$ cat src/rtl/serial_bus_pkg.sv
// Shared types and defaults for the serial bus slave endpoint.
package serial_bus_pkg;

    localparam int unsigned ADDRESS_LEN_DEFAULT = 12;
    localparam int unsigned WORD_SIZE_DEFAULT   = 8;
    localparam int unsigned BURST_SIZE_DEFAULT  = 12;

    // Every serial field travels LSB first; shift registers fill from the MSB end.
    localparam bit SERIAL_LSB_FIRST = 1'b1;

    typedef enum logic [2:0] {
        IDLE,
        HEADER,
        WDATA,
        RREQ,
        RWAIT,
        RSEND
    } slave_state_t;

    function automatic int unsigned max_u(input int unsigned a, input int unsigned b);
        return (a > b) ? a : b;
    endfunction

endpackage

$ cat src/rtl/slave_port_if.sv
// Bit-serial master/slave bus between a master port and a slave endpoint.
interface slave_port_if;

    logic rx_address;
    logic rx_burst_num;
    logic rx_data;
    logic write_en;
    logic read_en;
    logic master_valid;
    logic master_ready;
    logic tx_data;
    logic slave_valid;
    logic slave_ready;

    modport master (
        output rx_address, rx_burst_num, rx_data,
        output write_en, read_en, master_valid, master_ready,
        input  tx_data, slave_valid, slave_ready
    );

    modport slave (
        input  rx_address, rx_burst_num, rx_data,
        input  write_en, read_en, master_valid, master_ready,
        output tx_data, slave_valid, slave_ready
    );

endinterface

$ cat src/rtl/slave_out_port.sv
// Read serialiser: loads a core word, shifts it out LSB first under valid/ready.
module slave_out_port #(
    parameter int unsigned WORD_SIZE = 8
) (
    input  logic                 clk,
    input  logic                 reset,
    input  logic                 i_load,
    input  logic [WORD_SIZE-1:0] i_load_data,
    input  logic                 i_active,
    input  logic                 i_master_ready,
    input  logic                 i_clear,
    output logic                 o_tx_data,
    output logic                 o_slave_valid,
    output logic                 o_word_done
);

    localparam int unsigned CNT_W = $clog2(WORD_SIZE + 1);
    localparam logic [CNT_W-1:0] CNT_ONE   = CNT_W'(1);
    localparam logic [CNT_W-1:0] WORD_LAST = CNT_W'(WORD_SIZE - 1);

    logic [WORD_SIZE-1:0] r_shift;
    logic [CNT_W-1:0]     r_cnt;
    logic                 w_accept;

    assign w_accept      = i_active && i_master_ready;
    assign o_tx_data     = r_shift[0];
    assign o_slave_valid = i_active;
    assign o_word_done   = w_accept && (r_cnt == WORD_LAST);

    // Load, then shift one bit per accepted handshake; abort discards the word.
    always_ff @(posedge clk or posedge reset) begin
        if (reset) begin
            r_shift <= '0;
            r_cnt   <= '0;
        end else if (i_clear) begin
            r_shift <= '0;
            r_cnt   <= '0;
        end else if (i_load) begin
            r_shift <= i_load_data;
            r_cnt   <= '0;
        end else if (w_accept) begin
            r_shift <= r_shift >> 1;
            r_cnt   <= (r_cnt == WORD_LAST) ? '0 : r_cnt + CNT_ONE;
        end
    end

endmodule

$ cat src/rtl/slave_port.sv
// Serial bus slave endpoint: header/write deserialiser, burst sequencer, read path.
module slave_port
    import serial_bus_pkg::*;
#(
    parameter int unsigned ADDRESS_LEN = ADDRESS_LEN_DEFAULT,
    parameter int unsigned WORD_SIZE   = WORD_SIZE_DEFAULT,
    parameter int unsigned BURST_SIZE  = BURST_SIZE_DEFAULT
) (
    input  logic                   clk,
    input  logic                   reset,
    slave_port_if.slave            bus,
    output logic [ADDRESS_LEN-1:0] mem_address,
    output logic [WORD_SIZE-1:0]   mem_wdata,
    output logic                   mem_write,
    output logic                   mem_read,
    input  logic [WORD_SIZE-1:0]   mem_rdata,
    output logic                   trans_done
);

    localparam int unsigned CNT_W = $clog2(max_u(ADDRESS_LEN, WORD_SIZE) + 1);
    localparam logic [CNT_W-1:0]       CNT_ONE    = CNT_W'(1);
    localparam logic [CNT_W-1:0]       HDR_LAST   = CNT_W'(ADDRESS_LEN - 1);
    localparam logic [CNT_W-1:0]       WORD_LAST  = CNT_W'(WORD_SIZE - 1);
    localparam logic [CNT_W-1:0]       BURST_BITS = CNT_W'(BURST_SIZE);
    localparam logic [BURST_SIZE-1:0]  BURST_ONE  = BURST_SIZE'(1);
    localparam logic [ADDRESS_LEN-1:0] ADDR_ONE   = ADDRESS_LEN'(1);

    slave_state_t           r_state;
    logic                   r_is_read;
    logic [CNT_W-1:0]       r_bit_cnt;
    // Address/data registers hold only the bits already taken; the bit on the
    // wire this cycle completes the field in the w_*_next wires.
    logic [ADDRESS_LEN-2:0] r_addr_sr;
    logic [WORD_SIZE-2:0]   r_wdata_sr;
    logic [BURST_SIZE-1:0]  r_burst_sr;
    logic [BURST_SIZE-1:0]  r_last_word;
    logic [BURST_SIZE-1:0]  r_word_cnt;
    logic [ADDRESS_LEN-1:0] r_mem_address;
    logic [WORD_SIZE-1:0]   r_mem_wdata;
    logic                   r_mem_write;
    logic                   r_mem_read;
    logic                   r_trans_done;

    logic                   w_slave_ready;
    logic                   w_take;
    logic                   w_abort;
    logic                   w_load;
    logic                   w_rsend;
    logic                   w_word_done;
    logic                   w_tx_data;
    logic                   w_slave_valid;
    logic                   w_last_word;
    logic [ADDRESS_LEN-1:0] w_addr_next;
    logic [WORD_SIZE-1:0]   w_wdata_next;
    logic [BURST_SIZE-1:0]  w_burst_next;

    // Decode handshake qualifiers and the next contents of the input shifters.
    always_comb begin
        w_slave_ready = (r_state == IDLE) || (r_state == HEADER) || (r_state == WDATA);
        w_take        = bus.master_valid && w_slave_ready;
        w_abort       = (r_state != IDLE) && !bus.write_en && !bus.read_en;
        w_rsend       = (r_state == RSEND);
        w_load        = (r_state == RWAIT) && !w_abort;
        w_last_word   = (r_word_cnt == r_last_word);
        w_addr_next   = {bus.rx_address, r_addr_sr};
        w_wdata_next  = {bus.rx_data, r_wdata_sr};
        w_burst_next  = (r_bit_cnt < BURST_BITS) ? {bus.rx_burst_num, r_burst_sr[BURST_SIZE-1:1]}
                                                 : r_burst_sr;
    end

    slave_out_port #(
        .WORD_SIZE(WORD_SIZE)
    ) u_out (
        .clk           (clk),
        .reset         (reset),
        .i_load        (w_load),
        .i_load_data   (mem_rdata),
        .i_active      (w_rsend),
        .i_master_ready(bus.master_ready),
        .i_clear       (w_abort),
        .o_tx_data     (w_tx_data),
        .o_slave_valid (w_slave_valid),
        .o_word_done   (w_word_done)
    );

    assign bus.slave_ready = w_slave_ready;
    assign bus.slave_valid = w_slave_valid;
    assign bus.tx_data     = w_tx_data;
    assign mem_address     = r_mem_address;
    assign mem_wdata       = r_mem_wdata;
    assign mem_write       = r_mem_write;
    assign mem_read        = r_mem_read;
    assign trans_done      = r_trans_done;

    // Transaction FSM with registered memory strobes and completion pulse.
    always_ff @(posedge clk or posedge reset) begin
        if (reset) begin
            r_state       <= IDLE;
            r_is_read     <= 1'b0;
            r_bit_cnt     <= '0;
            r_addr_sr     <= '0;
            r_wdata_sr    <= '0;
            r_burst_sr    <= '0;
            r_last_word   <= '0;
            r_word_cnt    <= '0;
            r_mem_address <= '0;
            r_mem_wdata   <= '0;
            r_mem_write   <= 1'b0;
            r_mem_read    <= 1'b0;
            r_trans_done  <= 1'b0;
        end else begin
            r_mem_write  <= 1'b0;
            r_mem_read   <= 1'b0;
            r_trans_done <= 1'b0;
            // Advance past a written word once its strobe has been presented.
            if (r_mem_write && (r_state == WDATA)) begin
                r_mem_address <= r_mem_address + ADDR_ONE;
            end
            if (w_abort) begin
                r_state   <= IDLE;
                r_bit_cnt <= '0;
            end else begin
                case (r_state)
                    IDLE: begin
                        r_bit_cnt <= '0;
                        if (bus.master_valid && (bus.write_en ^ bus.read_en)) begin
                            r_is_read  <= bus.read_en;
                            r_addr_sr  <= w_addr_next[ADDRESS_LEN-1:1];
                            r_burst_sr <= w_burst_next;
                            r_bit_cnt  <= CNT_ONE;
                            r_state    <= HEADER;
                        end
                    end
                    HEADER: begin
                        if (w_take) begin
                            r_addr_sr  <= w_addr_next[ADDRESS_LEN-1:1];
                            r_burst_sr <= w_burst_next;
                            if (r_bit_cnt == HDR_LAST) begin
                                r_bit_cnt     <= '0;
                                r_word_cnt    <= '0;
                                r_mem_address <= w_addr_next;
                                r_last_word   <= (w_burst_next == '0) ? '0 : w_burst_next - BURST_ONE;
                                if (r_is_read) begin
                                    r_mem_read <= 1'b1;
                                    r_state    <= RREQ;
                                end else begin
                                    r_state    <= WDATA;
                                end
                            end else begin
                                r_bit_cnt <= r_bit_cnt + CNT_ONE;
                            end
                        end
                    end
                    WDATA: begin
                        if (w_take) begin
                            r_wdata_sr <= w_wdata_next[WORD_SIZE-1:1];
                            if (r_bit_cnt == WORD_LAST) begin
                                r_bit_cnt   <= '0;
                                r_mem_wdata <= w_wdata_next;
                                r_mem_write <= 1'b1;
                                if (w_last_word) begin
                                    r_trans_done <= 1'b1;
                                    r_state      <= IDLE;
                                end else begin
                                    r_word_cnt <= r_word_cnt + BURST_ONE;
                                end
                            end else begin
                                r_bit_cnt <= r_bit_cnt + CNT_ONE;
                            end
                        end
                    end
                    RREQ: begin
                        r_state <= RWAIT;
                    end
                    RWAIT: begin
                        r_state <= RSEND;
                    end
                    RSEND: begin
                        if (w_word_done) begin
                            if (w_last_word) begin
                                r_trans_done <= 1'b1;
                                r_state      <= IDLE;
                            end else begin
                                r_word_cnt    <= r_word_cnt + BURST_ONE;
                                r_mem_address <= r_mem_address + ADDR_ONE;
                                r_mem_read    <= 1'b1;
                                r_state       <= RREQ;
                            end
                        end
                    end
                    default: begin
                        r_state <= IDLE;
                    end
                endcase
            end
        end
    end

endmodule

$ cat src/flat_wrapper.sv
// flat-port wrapper written by rule: the top's interface ports become plain ports
module slave_port_flat import serial_bus_pkg::*;
#(
    parameter int unsigned ADDRESS_LEN = ADDRESS_LEN_DEFAULT,
    parameter int unsigned WORD_SIZE   = WORD_SIZE_DEFAULT,
    parameter int unsigned BURST_SIZE  = BURST_SIZE_DEFAULT
)
  (clk, reset, mem_address, mem_wdata, mem_write, mem_read, mem_rdata, trans_done, bus_rx_address, bus_rx_burst_num, bus_rx_data, bus_write_en, bus_read_en, bus_master_valid, bus_master_ready, bus_tx_data, bus_slave_valid, bus_slave_ready);
  slave_port_if bus_i ();
  input  logic clk;
  input  logic reset;
  output logic [ADDRESS_LEN-1:0] mem_address;
  output logic [WORD_SIZE-1:0] mem_wdata;
  output logic mem_write;
  output logic mem_read;
  input  logic [WORD_SIZE-1:0] mem_rdata;
  output logic trans_done;
  input wire logic [$bits(bus_i.rx_address)-1:0] bus_rx_address;
  input wire logic [$bits(bus_i.rx_burst_num)-1:0] bus_rx_burst_num;
  input wire logic [$bits(bus_i.rx_data)-1:0] bus_rx_data;
  input wire logic [$bits(bus_i.write_en)-1:0] bus_write_en;
  input wire logic [$bits(bus_i.read_en)-1:0] bus_read_en;
  input wire logic [$bits(bus_i.master_valid)-1:0] bus_master_valid;
  input wire logic [$bits(bus_i.master_ready)-1:0] bus_master_ready;
  output wire logic [$bits(bus_i.tx_data)-1:0] bus_tx_data;
  output wire logic [$bits(bus_i.slave_valid)-1:0] bus_slave_valid;
  output wire logic [$bits(bus_i.slave_ready)-1:0] bus_slave_ready;
  assign bus_i.rx_address = bus_rx_address;
  assign bus_i.rx_burst_num = bus_rx_burst_num;
  assign bus_i.rx_data = bus_rx_data;
  assign bus_i.write_en = bus_write_en;
  assign bus_i.read_en = bus_read_en;
  assign bus_i.master_valid = bus_master_valid;
  assign bus_i.master_ready = bus_master_ready;
  assign bus_tx_data = bus_i.tx_data;
  assign bus_slave_valid = bus_i.slave_valid;
  assign bus_slave_ready = bus_i.slave_ready;
  slave_port #(.ADDRESS_LEN(ADDRESS_LEN), .WORD_SIZE(WORD_SIZE), .BURST_SIZE(BURST_SIZE)) u_core (.clk(clk), .reset(reset), .bus(bus_i), .mem_address(mem_address), .mem_wdata(mem_wdata), .mem_write(mem_write), .mem_read(mem_read), .mem_rdata(mem_rdata), .trans_done(trans_done));
endmodule
$ cat config.mk
export PLATFORM = sky130hd
export DESIGN_NAME = slave_port_flat
export DESIGN_NICKNAME = d
export VERILOG_FILES = /design/src/rtl/serial_bus_pkg.sv /design/src/rtl/slave_port_if.sv /design/src/rtl/slave_out_port.sv /design/src/rtl/slave_port.sv /design/src/flat_wrapper.sv
export SDC_FILE = /design/constraint.sdc
export NUM_CORES = 1
export LEC_CHECK = 0
export ABC_AREA = 1
export CAP_MARGIN = 20
export CORE_ASPECT_RATIO = 1.4
export CORE_MARGIN = 1
export CORE_UTILIZATION = 45
export DETAILED_ROUTE_END_ITERATION = 8
export GPL_TIMING_DRIVEN = 1
export HOLD_SLACK_MARGIN = 0.03
export PLACE_DENSITY_LB_ADDON = 0.25
export SYNTH_ARGS = -nofsm -noshare
export SYNTH_HDL_FRONTEND = slang
export SYNTH_SLANG_ARGS = --single-unit
$ cat constraint.sdc
create_clock -name clk -period 8.4 [get_ports clk]
set_input_delay 1.26 -clock clk [delete_from_list [all_inputs] [get_ports clk]]
set_output_delay 1.26 -clock clk [all_outputs]
set_load 0.02 [all_outputs]
==> flow_summary.json, run 1 <==
{
  "die_w_um": 96.0,
  "portBuffers": 42,
  "start_util_pct": 46.7,
  "setup-tns-final_ns": 0,
  "synth_cells": 761,
  "finalCritPeriodShare_pct": 40.5,
  "gp_congestion": 0.913,
  "cts-buffers-inserted": 9,
  "ant_nets": 0,
  "ys.warnings.count": 0,
  "cts_tree": "yes",
  "viasPerCell": 5.19,
  "reg2regPathDepth": 8,
  "tightest_slew_ns": 0.869,
  "layout-drive-gt1-share_pct": 7.72,
  "grt_overflow": 0,
  "grt_pass1_vias": 4762,
  "hold_path.class": "register to register",
  "setup_violations": 0,
  "antenna_found_initial": 0,
  "vias": 4928,
  "power.leakage_nw": 3.11,
  "core_um2": 11900,
  "postCtsHoldBufs": 0,
  "routed_wl_um": 12700,
  "critPathLaunchType": "input pin",
  "grt_pass1_wl_um": 21900,
  "pin_count": 43,
  "synth_edf_count": 0,
  "hold-worst-slack_ns": 0.487,
  "rsz0062_at_grt": "false",
  "nets": 821,
  "route.detailed.drc": 0,
  "clock-sinks": 97,
  "grt_use_total_pct": 21.6,
  "path_max_fanout": 26,
  "ctsResizeCount": 0,
  "cp-startpoint": "bus_read_en",
  "syn_to_final_growth_pct": 14.4,
  "r2r-start": "u_core.r_state[1]",
  "finClkSkew_ns": 0.00637,
  "layout_commonest_cell": "nand2_1",
  "powerDensity_nw_per_um2": 274,
  "cts_setup_buffers": 0,
  "critPathRequiredTime_ns": 8.61,
  "die_y_um": 134,
  "irDropWorstVdd_v": 0.000129,
  "die-area_um2": 12800,
  "rows": 47,
  "synth_area_um2": 5570,
  "n_antenna_cell": 0,
  "htreeDepth": 3,
  "max_freq_mhz": 294,
  "drtIter0Drc": 241,
  "firstDrtPassIters": 5,
  "cts_buffer_depth": 2,
  "root_buffer": "clkbuf_16",
  "synth.avg_cell_area_um2": 7.32,
  "clock_latency_ns": 0.34,
  "min_period_ns": 3.40,
  "wl_per_cell_um": 13.4,
  "mostFrequentLayoutCells": "238 x nand2_1, 97 x dfrtp_1, 95 x inv_1",
  "r2r-end": "u_core.r_burst_sr[6]",
  "hpwl_um": 9590,
  "cap_violations": 0,
  "finalMaxSlewViolations": 0,
  "r2r_slack_ns": 5.83,
  "worstPathArrival_ns": 3.61,
  "ys_types": 36,
  "finalHoldViolations": 0,
  "async_reset_ff_share_pct": 100,
  "grt_max_degree": 55,
  "yosysSeqAreaShare_pct": 43.6,
  "clk_pin_slew_ns": 0.07,
  "endpoint_kind": "register",
  "relSlewSlack_pct": 42.0,
  "fin_util_pct": 53.4,
  "path_class": "input pin to register",
  "synth_flop_cell": "dfrtp_1",
  "crit_path_end": "u_core.r_burst_sr[6]",
  "synth_seq_cells": 97,
  "syn_nets": 784,
  "status": "completed"
}
## registers in the layout (all words and copies together) (netlist names), 7 cells and up
register              cells
u_core.mem_address       12
u_core.r_burst_sr        12
u_core.r_last_word       12
u_core.r_word_cnt        12
u_core.r_addr_sr         11
u_core.mem_wdata          8
u_core.u_out.r_shift      8
u_core.r_wdata_sr         7
## cell usage after synthesis, types with 4 or more instances
library cell,instances,area share (%)
a21oi_1,17,1.5
buf_2,7,0.63
clkbuf_1,5,0.34
dfrtp_1,97,44
ha_1,6,1.3
inv_1,96,6.5
inv_2,7,0.47
nand2_1,238,16
nand2_2,9,1.0
nand3_1,42,3.8
nor2_1,54,3.6
nor2_2,8,0.90
nor2_4,4,0.81
nor3_1,7,0.63
o21ai_0,67,6.0
o21ai_1,28,2.5
o21ai_2,8,1.3
o22ai_1,10,1.1
or2_2,4,0.45
xnor2_1,7,1.1
xor2_1,16,2.5
## cells by family (layout without fill, tap and decap cells)
logic type | Yosys count | in the layout | share of synthesized area [%]
and+or+nand+nor | 379 | 379 | 29.4
xor gates and xnor gates | 23 | 23 | 3.62
adders and majority gates | 6 | 6 | 1.35
DFF | 97 | 97 | 43.6
buffers and inverters | 120 | 162 | 8.62
AOI/OAI and AO/OA | 136 | 136 | 13.4
## critical path, cell delays in order
cell	delay (ns)
clkdlybuf4s50_1	0.51
nor2_2	0.12
nand2_2	0.31
o21ai_1	0.16
nor2_2	0.69
inv_2	0.33
nand2_1	0.12
o21ai_0	0.09
## per-stage QoR
stage,worst slack [ns],cells,cell area [um2],power (mW)
2_1_floorplan,4.61,761,5570,1.19
3_3_place_gp,4.73,934,6090,1.34
3_5_place_dp,4.63,934,6090,1.36
4_1_cts,5.00,950,6370,1.76
5_1_grt,4.70,950,6370,1.89
6_report,5.00,950,6370,1.75
## worst min path at each step
stage	start	slack (ns)	cells after the start	end
2_1_floorplan	u_core.r_wdata_sr[0]	0.44	2	u_core.mem_wdata[0]
3_3_place_gp	u_core.r_wdata_sr[5]	0.47	2	u_core.r_wdata_sr[5]
3_5_place_dp	u_core.mem_wdata[0]	0.47	2	u_core.mem_wdata[0]
4_1_cts	u_core.r_wdata_sr[5]	0.49	2	u_core.r_wdata_sr[5]
5_1_grt	u_core.r_wdata_sr[2]	0.51	2	u_core.r_wdata_sr[2]
6_report	u_core.r_wdata_sr[6]	0.49	2	u_core.r_wdata_sr[6]
## layer usage
metal  wire (um)  share of wire, %  up-vias  GRT usage, %
li1            -                 -     2486             -
met1        5470                43     2307          26.4
met2        6490                51      110          37.6
met3         480               3.8       25          4.11
met4         277               2.2        0          7.13
met5           0                 0        -             0
## power by group
group	total [mW]	switching, mW	internal, mW
registers	0.652	0.0796	0.572
clock network	0.393	0.176	0.217
logic	0.703	0.479	0.224
total	1.75	0.734	1.01
## final cells by class
cell class,instances,area (um2)
fill,1147,5560
multi-input combinational,544,2660
sequential,97,2430
timing repair buffer,43,428
inverter,103,389
clock buffer,12,256
tap,147,184
clock inverter,4,26.3
No activity file was read; power rests on OpenSTA's default activity.
==> run 2, diff against run 1 <==
==> constraint.sdc (replaced) <==
create_clock -name clk -period 2.8 [get_ports clk]
set_input_delay 0.42 -clock clk [delete_from_list [all_inputs] [get_ports clk]]
set_output_delay 0.42 -clock clk [all_outputs]
set_load 0.02 [all_outputs]
==> run 2 against run 1 <==
Effect of this change: cell area up 0.55%; combinational power rose to 3.1 times the previous value; die area unchanged; non-clock buffer count up 4; worst hold slack worse by 0.0094 ns; flip-flop and latch count unchanged; global-route usage up 0.98 points.
==> flow_summary.json, run 2 (synthesized netlist as in run 1, its figures left out) <==
{
  "status": "completed",
  "start_util_pct": 46.7,
  "portBuffers": 42,
  "finalMaxSlewViolations": 0,
  "clock-sinks": 97,
  "finClkSkew_ns": 0.00685,
  "cts-buffers-inserted": 9,
  "seqPwrFrac_pct": 37.0,
  "wl_per_cell_um": 13.6,
  "core_um2": 11900,
  "power.leakage_nw": 3.12,
  "cp-startpoint": "bus_read_en",
  "mostFrequentLayoutCells": "238 x nand2_1, 97 x dfrtp_1, 95 x inv_1",
  "r2r_slack_ns": 0.37,
  "grt_overflow": 0,
  "routed_wl_um": 13000,
  "hold-worst-slack_ns": 0.477,
  "route.detailed.drc": 0,
  "antenna_found_initial": 0,
  "p_total_mw": 5.27,
  "grt_max_degree": 98,
  "seqCellArea_um2": 2430,
  "grt_pass1_vias": 4988,
  "setup_ws_ns": 0.315,
  "r2r-end": "u_core.r_burst_sr[6]",
  "layout-drive-gt1-share_pct": 7.94,
  "root_buffer": "clkbuf_16",
  "powerDensity_nw_per_um2": 822,
  "ctsResizeCount": 0,
  "switching_share_pct": 42.2,
  "finalCritPeriodShare_pct": 88.8,
  "fillers": 1137,
  "hold_path.class": "register to register",
  "nets": 825,
  "path_max_fanout": 26,
  "reg2regPathDepth": 8,
  "switchingPower_mw": 2.23,
  "die_y_um": 134,
  "r2r-start": "u_core.r_state[1]",
  "path_class": "input pin to register",
  "endpoint_kind": "register",
  "gp_congestion": 0.909,
  "vias": 4981,
  "rsz0062_at_grt": "false",
  "postCtsHoldBufs": 0,
  "layout_commonest_cell": "nand2_1",
  "worstPathArrival_ns": 2.70,
  "intPower_mw": 3.04,
  "hold_depth": 2,
  "critPathLaunchType": "input pin",
  "hpwl_um": 9690,
  "grt_use_total_pct": 22.6,
  "setup_violations": 0,
  "die_w_um": 96.0,
  "clock_latency_ns": 0.35,
  "drtIter0Drc": 240,
  "min_period_ns": 2.49,
  "hold_path_end": "u_core.mem_wdata[0]",
  "rows": 47,
  "n_antenna_cell": 0,
  "firstDrtPassIters": 5,
  "pin_count": 43,
  "hold_start": "u_core.r_wdata_sr[0]",
  "grt_pass1_wl_um": 22700,
  "viasPerCell": 5.23,
  "htreeDepth": 3,
  "multiInputGateArea_um2": 2660,
  "ant_nets": 0,
  "syn_to_final_growth_pct": 15.0,
  "irDropWorstVdd_v": 0.000502,
  "critPathRequiredTime_ns": 3.02,
  "max_freq_mhz": 402,
  "cap_violations": 0,
  "comb_power_share_pct": 40.8,
  "tightest_slew_ns": 0.920,
  "relSlewSlack_pct": 38.6,
  "cts_buffer_depth": 2,
  "pre_cts_ws_ns": -0.0523,
  "clk_pin_slew_ns": 0.06,
  "clockPowerShare_pct": 22.2,
  "finalHoldViolations": 0,
  "die-area_um2": 12800,
  "cts_setup_buffers": 0,
  "cts_tree": "yes"
}
## run 2: cell count changes in the layout (fill, tap and decap cells not counted), sizes merged
cell | before | now
clkbuf | 12 | 13
inv | 104 | 102
buf | 1 | 5
## run 2: cell type report
class                           instances  area share, %
Multi-Input combinational cell        544           41.6
Timing Repair Buffer                   47           7.34
Inverter                              103           6.09
Tap cell                              147           2.87
Sequential cell                        97           37.9
Clock inverter                          2          0.215
Clock buffer                           13           4.06
## run 2: how the worst max path moves through the flow
stage	endpoint	slack [ns]	cells after the start
floorplan	u_core.r_last_word[11]	1.02	13
global placement	u_core.r_addr_sr[0]	0.08	9
detailed placement	u_core.r_burst_sr[6]	-0.05	9
CTS	u_core.r_burst_sr[6]	0.30	8
global route	u_core.r_burst_sr[2]	0.07	8
finish	u_core.r_burst_sr[6]	0.31	9
## run 2: power by group through the flow
stage               logic [mW]  registers, mW  clock network [mW]
CTS                       2.15           1.95                1.19
finish                    2.15           1.95                1.17
global route              2.44           1.99                1.24
floorplan                 1.62           1.94                   0
detailed placement        2.13           1.97                   0
global placement          2.07           1.96                   0
## run 2: worst max-delay path: stages
cell,delay [ns]
clkdlybuf4s50_1,0.52
nor2_2,0.05
buf_4,0.17
nand2_2,0.14
o21ai_1,0.11
nor2_2,0.71
inv_2,0.35
nand2_1,0.13
o21ai_0,0.09
## run 2: through the flow
| stage | cell area (um2) | std cells | setup TNS (ns) | utilization [%] |
|---|---|---|---|---|
| after floorplan | 5580 | 761 | 0 | - |
| after global placement | 6140 | 938 | 0 | 51.4 |
| after detailed placement | 6140 | 938 | -0.179 | 51.4 |
| after CTS | 6410 | 953 | 0 | 53.7 |
| after global routing | 6410 | 953 | 0 | 53.7 |
| final | 6410 | 953 | 0 | 53.7 |
## run 2: metal layers
metal / track usage (%) / vias up / part of all wire (%)
li1: - / 2492 / -
met1: 26.9 / 2328 / 42
met2: 38.3 / 123 / 50
met3: 5.02 / 38 / 4.3
met4: 10.1 / 0 / 3.2
met5: 0 / - / 0
